===== src/rtl/waveform_uart_streamer_if.sv =====
// Capture-buffer read port, UART TX byte handshake and frame control for the
// waveform streamer. master = streamer side, slave = buffer/UART/trigger side.
interface waveform_uart_streamer_if;
  logic        start;
  logic [8:0]  rd_addr;
  logic [13:0] rd_data;
  logic [7:0]  tx_data;
  logic        tx_valid;
  logic        tx_ready;
  logic        busy;
  logic        done;

  modport master (
    input  start, rd_data, tx_ready,
    output rd_addr, tx_data, tx_valid, busy, done
  );

  modport slave (
    output start, rd_data, tx_ready,
    input  rd_addr, tx_data, tx_valid, busy, done
  );
endinterface


===== src/rtl/waveform_uart_streamer.sv =====
// Streams the capture buffer to the UART TX as: header, {hi,lo} per 14-bit
// sample, then an 8-bit additive checksum of the sample bytes.
module waveform_uart_streamer #(
  parameter int unsigned NUM_SAMPLES = 500,
  parameter logic [7:0]  HEADER      = 8'hA5
) (
  input  logic                     clk,
  input  logic                     reset_n,
  waveform_uart_streamer_if.master bus
);

  typedef enum logic [2:0] {
    S_IDLE,
    S_HEADER,
    S_FETCH,
    S_WAIT_RD,
    S_SEND_HI,
    S_SEND_LO,
    S_CHECKSUM,
    S_DONE
  } state_t;

  localparam logic [8:0] LAST_ADDR = 9'(NUM_SAMPLES - 1);

  state_t      state, state_nxt;
  logic [8:0]  counter, counter_nxt;
  logic [7:0]  checksum, checksum_nxt;
  logic [13:0] sample, sample_nxt;
  logic [7:0]  tx_byte;
  logic        tx_fire;

  always_ff @(posedge clk or negedge reset_n) begin
    if (!reset_n) begin
      state    <= S_IDLE;
      counter  <= '0;
      checksum <= '0;
      sample   <= '0;
    end else begin
      state    <= state_nxt;
      counter  <= counter_nxt;
      checksum <= checksum_nxt;
      sample   <= sample_nxt;
    end
  end

  // Outputs decode from the registered state only, so an asserted reset
  // forces them to their idle values without waiting for a clock.
  always_comb begin
    state_nxt    = state;
    counter_nxt  = counter;
    checksum_nxt = checksum;
    sample_nxt   = sample;
    tx_byte      = '0;
    bus.tx_valid = 1'b0;
    bus.done     = 1'b0;
    tx_fire      = 1'b0;

    case (state)
      S_IDLE: begin
        if (bus.start) begin
          counter_nxt  = '0;
          checksum_nxt = '0;
          state_nxt    = S_HEADER;
        end
      end
      S_HEADER: begin
        tx_byte      = HEADER;
        bus.tx_valid = 1'b1;
        if (bus.tx_ready) state_nxt = S_FETCH;
      end
      S_FETCH: begin
        state_nxt = S_WAIT_RD;
      end
      S_WAIT_RD: begin
        sample_nxt = bus.rd_data;
        state_nxt  = S_SEND_HI;
      end
      S_SEND_HI: begin
        tx_byte      = {2'b00, sample[13:8]};
        bus.tx_valid = 1'b1;
        tx_fire      = bus.tx_ready;
        if (tx_fire) state_nxt = S_SEND_LO;
      end
      S_SEND_LO: begin
        tx_byte      = sample[7:0];
        bus.tx_valid = 1'b1;
        tx_fire      = bus.tx_ready;
        if (tx_fire) begin
          if (counter == LAST_ADDR) begin
            state_nxt = S_CHECKSUM;
          end else begin
            counter_nxt = counter + 9'd1;
            state_nxt   = S_FETCH;
          end
        end
      end
      S_CHECKSUM: begin
        tx_byte      = checksum;
        bus.tx_valid = 1'b1;
        if (bus.tx_ready) state_nxt = S_DONE;
      end
      S_DONE: begin
        bus.done  = 1'b1;
        state_nxt = S_IDLE;
      end
      default: state_nxt = S_IDLE;
    endcase

    if (tx_fire) checksum_nxt = checksum + tx_byte;
  end

  assign bus.tx_data = tx_byte;
  assign bus.rd_addr = counter;
  assign bus.busy    = (state != S_IDLE) && (state != S_DONE);

endmodule


===== src/flat_wrapper.sv =====
// flat-port wrapper written by rule: the top's interface ports become plain ports
module waveform_uart_streamer_flat 
#(
  parameter int unsigned NUM_SAMPLES = 500,
  parameter logic [7:0]  HEADER      = 8'hA5
)
  (clk, reset_n, bus_start, bus_rd_data, bus_tx_ready, bus_rd_addr, bus_tx_data, bus_tx_valid, bus_busy, bus_done);
  waveform_uart_streamer_if bus_i ();
  input  logic clk;
  input  logic reset_n;
  input wire logic [$bits(bus_i.start)-1:0] bus_start;
  input wire logic [$bits(bus_i.rd_data)-1:0] bus_rd_data;
  input wire logic [$bits(bus_i.tx_ready)-1:0] bus_tx_ready;
  output wire logic [$bits(bus_i.rd_addr)-1:0] bus_rd_addr;
  output wire logic [$bits(bus_i.tx_data)-1:0] bus_tx_data;
  output wire logic [$bits(bus_i.tx_valid)-1:0] bus_tx_valid;
  output wire logic [$bits(bus_i.busy)-1:0] bus_busy;
  output wire logic [$bits(bus_i.done)-1:0] bus_done;
  assign bus_i.start = bus_start;
  assign bus_i.rd_data = bus_rd_data;
  assign bus_i.tx_ready = bus_tx_ready;
  assign bus_rd_addr = bus_i.rd_addr;
  assign bus_tx_data = bus_i.tx_data;
  assign bus_tx_valid = bus_i.tx_valid;
  assign bus_busy = bus_i.busy;
  assign bus_done = bus_i.done;
  waveform_uart_streamer #(.NUM_SAMPLES(NUM_SAMPLES), .HEADER(HEADER)) u_core (.clk(clk), .reset_n(reset_n), .bus(bus_i));
endmodule

===== config.mk =====
export PLATFORM = sky130hd
export DESIGN_NAME = waveform_uart_streamer_flat
export DESIGN_NICKNAME = d
export VERILOG_FILES = /design/src/rtl/waveform_uart_streamer_if.sv /design/src/rtl/waveform_uart_streamer.sv /design/src/flat_wrapper.sv
export SDC_FILE = /design/constraint.sdc
export NUM_CORES = 1
export LEC_CHECK = 0
export CORE_AREA = 2 2 70 72
export DETAILED_ROUTE_END_ITERATION = 7
export DIE_AREA = 0 0 72 74
export PLACE_DENSITY = 0.77
export REMOVE_ABC_BUFFERS = 1
export SLEW_MARGIN = 10
export SYNTH_ARGS = -nofsm -noshare
export SYNTH_HDL_FRONTEND = slang
export SYNTH_SLANG_ARGS = --single-unit

===== constraint.sdc =====
create_clock -name clk -period 4.6 [get_ports clk]
set_input_delay 0.92 -clock clk [delete_from_list [all_inputs] [get_ports clk]]
set_output_delay 0.92 -clock clk [all_outputs]
set_load 0.02 [all_outputs]

# --- After elaboration in Yosys (flattened, before gate mapping) ---
# Cells that the tools add are included.
totals:
  register_bits: 34
  input_bits: 18
  word_cells: 50
  out_inout_bits: 20
classes:
  addsub: 2
  n_eq_ne: 15
  mux: 18
  reduce_logical: 11
op_table:
  columns: ["op", "n"]
  rows:
  - ["case mux 8 bit (4 select lines)", 1]
  - ["2-to-1 mux 9 bit", 3]
  - ["2-to-1 mux 8 bit", 3]
  - ["case mux 3 bit (8 select lines)", 1]
  - ["2-to-1 mux 3 bit", 6]
  - ["case mux 9 bit (2 select lines)", 1]
  - ["== test 3 bit (second input constant)", 4]
  - ["!= test 2 bit (second input constant)", 6]
  - ["adder 9 x 1 -> 9 bit (second input constant)", 1]
  - ["== test 9 bit (second input constant)", 1]
  - ["adder 8 bit", 1]
  - ["== test 3 x 2 -> 1 bit (second input constant)", 2]
  - ["nonzero test 2 bit", 3]
  - ["AND reduction 5 bit", 1]
  - ["AND reduction 4 bit", 1]
  - ["OR reduction 4 bit", 1]
  - ["== test 3 x 1 -> 1 bit (second input constant)", 1]
  - ["logical NOT 3 bit", 1]
  - ["2-to-1 mux 1 bit", 3]
  - ["!= test 3 bit (second input constant)", 1]
  - ["nonzero test 3 bit", 1]
  - ["AND reduction 2 bit", 1]
  - ["OR reduction 2 bit", 1]
  - ["logical AND 1 bit", 1]

# --- Longest topological paths before layout ---
# Gate-level depths: netlist (run 1).
logic_depth:
  depth_word: 5
  ltp_mapped: 11
  ltp_nobuf: 10

# --- Worst setup path before layout (run 1) ---
# Ideal clock, no wire load.
synth_timing:
  path_kind: "flip-flop to flip-flop"
  from: "register u_core.state[1]"
  to: "register u_core.checksum[7]"
  path_slack_ps: 1927
  n_path_buf: 2
  stages_incl_launch_ff: 12
  t_required_ps: 4465
  t_arrival_ps: 2538
  period_less_slack_ps: 2673
  setup_ps: 135
  path_cell_list: "dfrtp_1 -> buf_2 -> nor2b_1 -> clkbuf_1 -> a21oi_1 -> nor2_1 -> ha_1 -> a211oi_1 -> o31ai_1 -> o31ai_1 -> xnor2_1 -> o21ai_0"
synth_via:
  elab_cells_between_ends: 13
  classes_between: "add/sub: 1; eq/ne: 4; mux: 3; reduce/logical: 5"
synth_lines:
  columns: ["element", "line", "source"]
  rows:
  - ["from (decl)", "waveform_uart_streamer.sv:25", "state_t state, state_nxt;"]
  - ["from (signal assigned)", "waveform_uart_streamer.sv:39", "state <= state_nxt;"]
  - ["== test 3 bit / == test 3 x 1 -> 1 bit (equally long branches)", "waveform_uart_streamer.sv:58", "case (state)"]
  - ["case mux 8 bit (4 select lines) *", "waveform_uart_streamer.sv:58", null]
  - ["net bus_tx_data[1]", "flat_wrapper.sv:15", "output wire logic [$bits(bus_i.tx_data)-1:0] bus_tx_data;"]
  - ["adder 8 bit *", "waveform_uart_streamer.sv:109", "if (tx_fire) checksum_nxt = checksum + tx_byte;"]
  - ["2-to-1 mux 8 bit *", "waveform_uart_streamer.sv:109", null]
  - ["to (signal assigned)", "waveform_uart_streamer.sv:41", "checksum <= checksum_nxt;"]
  - ["to (decl)", "waveform_uart_streamer.sv:27", "logic [7:0] checksum, checksum_nxt;"]
# Mark *: on every way through the listed nets, which the timed path passes. The rest lies on a longest branch.
# A chain may end at the register's enable or synchronous reset.

# --- Worst setup path after layout (run 1) ---
layout_timing:
  from: "register u_core.state[1]"
  to: "output port bus_tx_data[1]"
layout_via:
  elab_chain_cells: 2
  elab_cells_between_ends: 5
  classes_between: "eq/ne: 4; mux: 1"
layout_lines:
  columns: ["element", "line"]
  rows:
  - ["== test 3 bit / == test 3 x 1 -> 1 bit (equally long branches)", "waveform_uart_streamer.sv:58"]
  - ["case mux 8 bit (4 select lines) *", "waveform_uart_streamer.sv:58"]
  - ["to (decl)", "flat_wrapper.sv:15"]
# Every way passes the cells marked *; elsewhere a longest branch is shown, timed or not.

==> metrics.txt, run 1 <==
post-synth top area share=42.7%; Rel. slew slack=49.8%; Worst Tran Pin Value=0.751 ns; H-tree level count=2; Top Ports=38; min-delay worst type=reg -> reg; CP top delay family=simple AND/OR/NAND/NOR gates; Avg WL per Cell=14.4 um; synth top area cells=dfrtp_1 (43%), mux2_2 (7.9%), ha_1 (5.0%); Hold Buf Count CTS=0; pin count of the biggest net entering global routing=35; status=finished, final reports clean; Yosys cell types=44; xor/xnor share of the synthesized area=5.72%; clock buffer depth=2; WP data required=3.68 ns; Slowest-stage cell, CP=dfrtp_1; RD Place Congestion=0.837; Post-CTS Setup Repair Bufs=0; Max Freq=0.274 GHz; routed vias/inst=5.54; CTS Buf Count=5; DRC violations left=0; GRT Util Overall=17.0%; Post-synth ARST share=100%; Port Buffers=37; crit path launch type=flip-flop; mux share of post-synthesis cell area=9.92%; area share of and/or/nand/nor cells after synthesis=14.9%; Leak=1.06 nW; Synth Flop Type=dfrtp_1; Setup Skew=0.00332 ns; post_cts resized=0; Setup Viol. Count Final=0; setup slack at placement=1.29 ns; Pwr Total=1.50 mW; CTS clk-pin slew, worst paths=0.07 ns; vias in the first global route=1445; Post-Route WL=4.08 mm; DRT met1 WL=1.82 mm; n_diodes=0; worst skew pair latency=0.29 ns; global route total overflow=0; Starting Density=43.3%; flop and latch count out of synthesis=34; Synth Instances=195; synth warn=0; DIE AREA=0.00533 sq mm; # nets final=256; Post-synth EDFFs=0; post-route ant nets=0; hpwl dp=2.96 mm; Max IR drop VDD=0.000285 V; total of max-cap violations=0; Area Growth Syn to Fin=23.6%; sequential element share of the synthesized area=42.7%; clk root buf=clkbuf_8; Min Hold Slack=0.510 ns; die extent in y=74 um; Die W=72 um; layout cells sized above 1=13.5%; met2 routed WL=2.00 mm; Final period util=79.4%; worst-path cell chain=nor2b_1 -> a21oi_1 -> nor2_1 -> clkdlybuf4s50_1; std cell rows=25; mean post-synth cell area=10.2 sq um; Slew Limit Fails=0; crit-path max cell delay=0.78 ns; Worst Path Buf+Inv=1; commonest non-fill, non-tap cell in the layout=clkdlybuf4s50_1; Crit Path Max Fanout=21; Util after Layout=53.6%; met3 routed WL=181 um; CTS tree=done; via count=1567; post-synthesis cell area=0.00199 sq mm; R2R Setup Slk=1.51 ns; power per standard cell area=607 mW/mm^2; WS Path Type=reg -> out; RSZ-0062 raised after global routing=no; Final TNS setup=0 ns; Worst EP arrival=2.73 ns; largest family of logic cells by synthesized area=compound AO/OA/AOI/OAI gates; crit end category=output port; min Tclk post-route=3.65 ns; DR pass1 iterations=4; Core Area=0.00460 sq mm; total clock sinks=34; commonest cells after routing, fill and taps aside=clkdlybuf4s50_1 (37), dfrtp_1 (34), nor2_1 (17), mux2_2 (14), nand3_1 (12); highest metal used=met4; PnR worst setup slack=0.947 ns; Synth Area in Adders=6.03%; DRT iter0 DRCs=135; initial antenna violation count=0; first-pass GRT wire length=6.88 mm; Final Hold Viols=0; leading area contributor after synthesis=dfrtp_1; Synth Area in Compound Gates=16.5%
[state kept, by name, indices dropped and copies added, names as in the netlist]
| register | cells |
|---|---|
| u_core.checksum | 8 |
| u_core.bus.rd_addr | 9 |
| u_core.sample | 14 |
| u_core.state | 3 |
[Yosys cell counts (all sizes together), types with 2 or more instances]
| cell type | n |
|---|---|
| a211oi | 2 |
| a21o | 2 |
| a21oi | 10 |
| a311oi | 3 |
| a31o | 4 |
| and3 | 3 |
| buf | 4 |
| clkbuf | 7 |
| dfrtp | 34 |
| ha | 8 |
| inv | 7 |
| mux2 | 14 |
| mux2i | 4 |
| nand2 | 7 |
| nand2b | 5 |
| nand3 | 12 |
| nor2 | 18 |
| nor2b | 2 |
| nor3 | 2 |
| o211ai | 2 |
| o21ai | 15 |
| o31ai | 2 |
| o41a | 2 |
| xnor2 | 10 |
| xor2 | 3 |
[per-stage QoR]
stage	area (sq um)	std cells
after floorplan	1940	184
after global placement	2380	276
after detailed placement	2380	276
after CTS	2460	283
after global routing	2460	283
final	2460	283
[layer usage]
layer  GRT usage (%)  vias up
li1                -      763
met1            21.6      757
met2            28.0       40
met3            4.47        7
met4            6.92        0
met5               0        -
[path summary, 6_finish.rpt]
| kind | depth (start not counted) | end | startpoint |
|---|---|---|---|
| setup reg to reg | 9 | u_core.checksum[7] | u_core.state[1] |
| min in group asynchronous | 2 | u_core.bus.rd_addr[7] | reset_n |
| setup / recovery | 4 | bus_tx_data[1] | u_core.state[1] |
| max in group asynchronous | 2 | u_core.bus.rd_addr[0] | reset_n |
| hold / removal | 1 | u_core.sample[5] | u_core.sample[5] |
| hold reg to reg | 1 | u_core.sample[5] | u_core.sample[5] |
[cells by family (layout without fill, tap and decap cells)]
| group | Yosys count | in the layout |
|---|---|---|
| AND/OR/NAND/NOR | 56 | 56 |
| AO/OA/AOI/OAI | 46 | 46 |
| flip-flops | 34 | 34 |
| buffers and inverters | 19 | 53 |
| multiplexers | 18 | 18 |
| XOR/XNOR | 13 | 13 |
| adder cells (fa/ha/maj) | 9 | 9 |
[final cells by class]
type                       count  area, sq um
fill                         418         2140
multi-input combinational    142         1060
sequential                    34          851
timing repair buffer          38          378
clock buffer                   5         68.8
tap                           54         67.6
inverter                       8         30.0
clock inverter                 2         10.0
[worst reg2reg max path, cell delays in order (launching register included)]
cell	delay, ns
dfrtp_1	0.78
nor2b_1	0.62
a21oi_1	0.15
nor2_1	0.24
ha_1	0.30
a211oi_1	0.22
o31ai_1	0.14
o31ai_1	0.27
xnor2_1	0.15
o21ai_0	0.08
[where the power goes]
group	internal [mW]	switching, mW
logic	0.372	0.377
clock network	0.101	0.110
registers	0.406	0.128
total	0.879	0.616
Power figures use the tool's default switching activity.
==> inputs of run 2 (changes only) <==
clock period = 3.75 ns   (was 4.6 ns; I/O delays follow)
==> run 2 against run 1 <==
Worst hold slack worse by 0.0077 ns. Largest power group unchanged. Largest cell class unchanged. Critical path depth unchanged. Via count about the same. Clock skew rose by 0.0051 ns.
==> metrics.txt, run 2 (synthesized netlist as in run 1, its figures left out) <==
Setup Viol. Count Final=0; hpwl dp=3.00 mm; Avg WL per Cell=14.4 um; Max IR drop VDD=0.000378 V; CTS clk-pin slew, worst paths=0.07 ns; Starting Density=43.3%; DIE AREA=0.00533 sq mm; first-pass GRT wire length=7.25 mm; min Tclk post-route=3.31 ns; initial antenna violation count=0; CTS tree=done; Worst Tran Pin Value=0.755 ns; die extent in y=74 um; Max Freq=0.302 GHz; Most flops, register=u_core.sample; H-tree level count=2; routed vias/inst=5.54; post-route ant nets=0; Final TNS setup=0 ns; status=finished, final reports clean; commonest cells after routing, fill and taps aside=clkdlybuf4s50_1 (37), dfrtp_1 (34), nor2_1 (17), mux2_2 (14), nand3_1 (12); DP Cell Count=277; power per standard cell area=745 mW/mm^2; crit path launch type=flip-flop; Setup Skew=0.00839 ns; max reg flops=14; CP top delay family=simple AND/OR/NAND/NOR gates; Hold Buf Count CTS=0; Core Area=0.00460 sq mm; Crit Path Max Fanout=22; Post-Route WL=4.08 mm; post_cts resized=0; clock buffer depth=2; WS Path Type=reg -> out; DRC violations left=0; Worst Path Buf+Inv=1; RSZ-0062 raised after global routing=no; pin count of the biggest net entering global routing=35; Final Hold Viols=0; Die W=72 um; vias in the first global route=1570; DR pass1 iterations=4; WP data required=3.00 ns; via count=1568; crit-path max cell delay=0.66 ns; Rel. slew slack=49.5%; Area Growth Syn to Fin=24.2%; clk root buf=clkbuf_8; total of max-cap violations=0; worst skew pair latency=0.28 ns; RD Place Congestion=0.837; Final period util=88.3%; Post-CTS Setup Repair Bufs=0; crit end category=output port; Slew Limit Fails=0; # nets final=257; Leak=1.06 nW; layout cells sized above 1=13.5%; GRT Util Overall=17.7%; fin cells=283; CTS Buf Count=5; commonest non-fill, non-tap cell in the layout=clkdlybuf4s50_1; Min Hold Slack=0.502 ns; n_diodes=0; Worst EP arrival=2.56 ns; worst-path cell chain=nor2b_1 -> a21oi_1 -> nor2_1 -> clkdlybuf4s50_1; Port Buffers=37; global route total overflow=0; DRT iter0 DRCs=128; std cell rows=25; total clock sinks=34; Slowest-stage cell, CP=clkdlybuf4s50_1; min-delay worst type=reg -> reg; Top Ports=38
-- run 2: cell types whose count changed in the layout (fill, tap and decap cells not counted) --
cell	change
clkinv_2	-2
buf_4	+1
clkbuf_8	+1
-- run 2: power by group --
group	switching, mW	internal (mW)	leakage [nW]	total [mW]
Combinational	0.490	0.460	0.587	0.950
Clock	0.119	0.141	0.0431	0.260
Sequential	0.132	0.499	0.433	0.631
Total	0.741	1.10	1.06	1.84
-- run 2: layer usage --
layer	routed length, um	track usage [%]
met3	212	4.74
met4	90	8.39
met2	1940	28.5
met5	0	0
met1	1830	22.4
-- run 2: worst register-to-register path: stages, from the launching register on --
cell and delay (ns):
dfrtp_1 0.76, nor2b_1 0.31, a31o_2 0.33, ha_1 0.23
fa_1 0.41, a21oi_1 0.19, o21ai_0 0.12, a21oi_1 0.19
xor2_1 0.17, o21ai_0 0.10
-- run 2: area by class of cell --
cell class | count | area [sq um]
clock buffers | 6 | 82.6
fillers | 415 | 2120
inverters | 8 | 30.0
multi-input cells | 142 | 1060
flip-flops and latches | 34 | 851
well taps | 54 | 67.6
repair buffers | 39 | 385
-- run 2: final timing paths --
kind	from	to	slack (ns)	cells after the start
worst max-delay path	u_core.state[0]	bus_tx_data[1]	0.44	4
worst min-delay path	u_core.sample[0]	u_core.sample[0]	0.50	1
worst max register to register	u_core.state[0]	u_core.checksum[6]	0.79	9
worst min register to register	u_core.sample[0]	u_core.sample[0]	0.50	1
max in group asynchronous	reset_n	u_core.checksum[4]	2.57	2
min in group asynchronous	reset_n	u_core.bus.rd_addr[4]	0.87	2
-- run 2: through the flow --
stage / total power [mW] / cell area, sq um / setup WS, ns / util (%)
after floorplan: 1.27 / 1940 / 0.877 / -
after global placement: 1.57 / 2390 / 0.800 / 52.0
after detailed placement: 1.59 / 2390 / 0.752 / 52.0
after CTS: 1.86 / 2470 / 0.436 / 53.8
after global routing: 1.99 / 2470 / 0.229 / 53.8
final: 1.84 / 2470 / 0.438 / 53.8
==> inputs of run 3 (changes only) <==
ABC_CLOCK_PERIOD_IN_PS = 3750   (was not set)
==> results of run 3 <==
No change in the layout: final DEF, timing and power equal those of run 2.
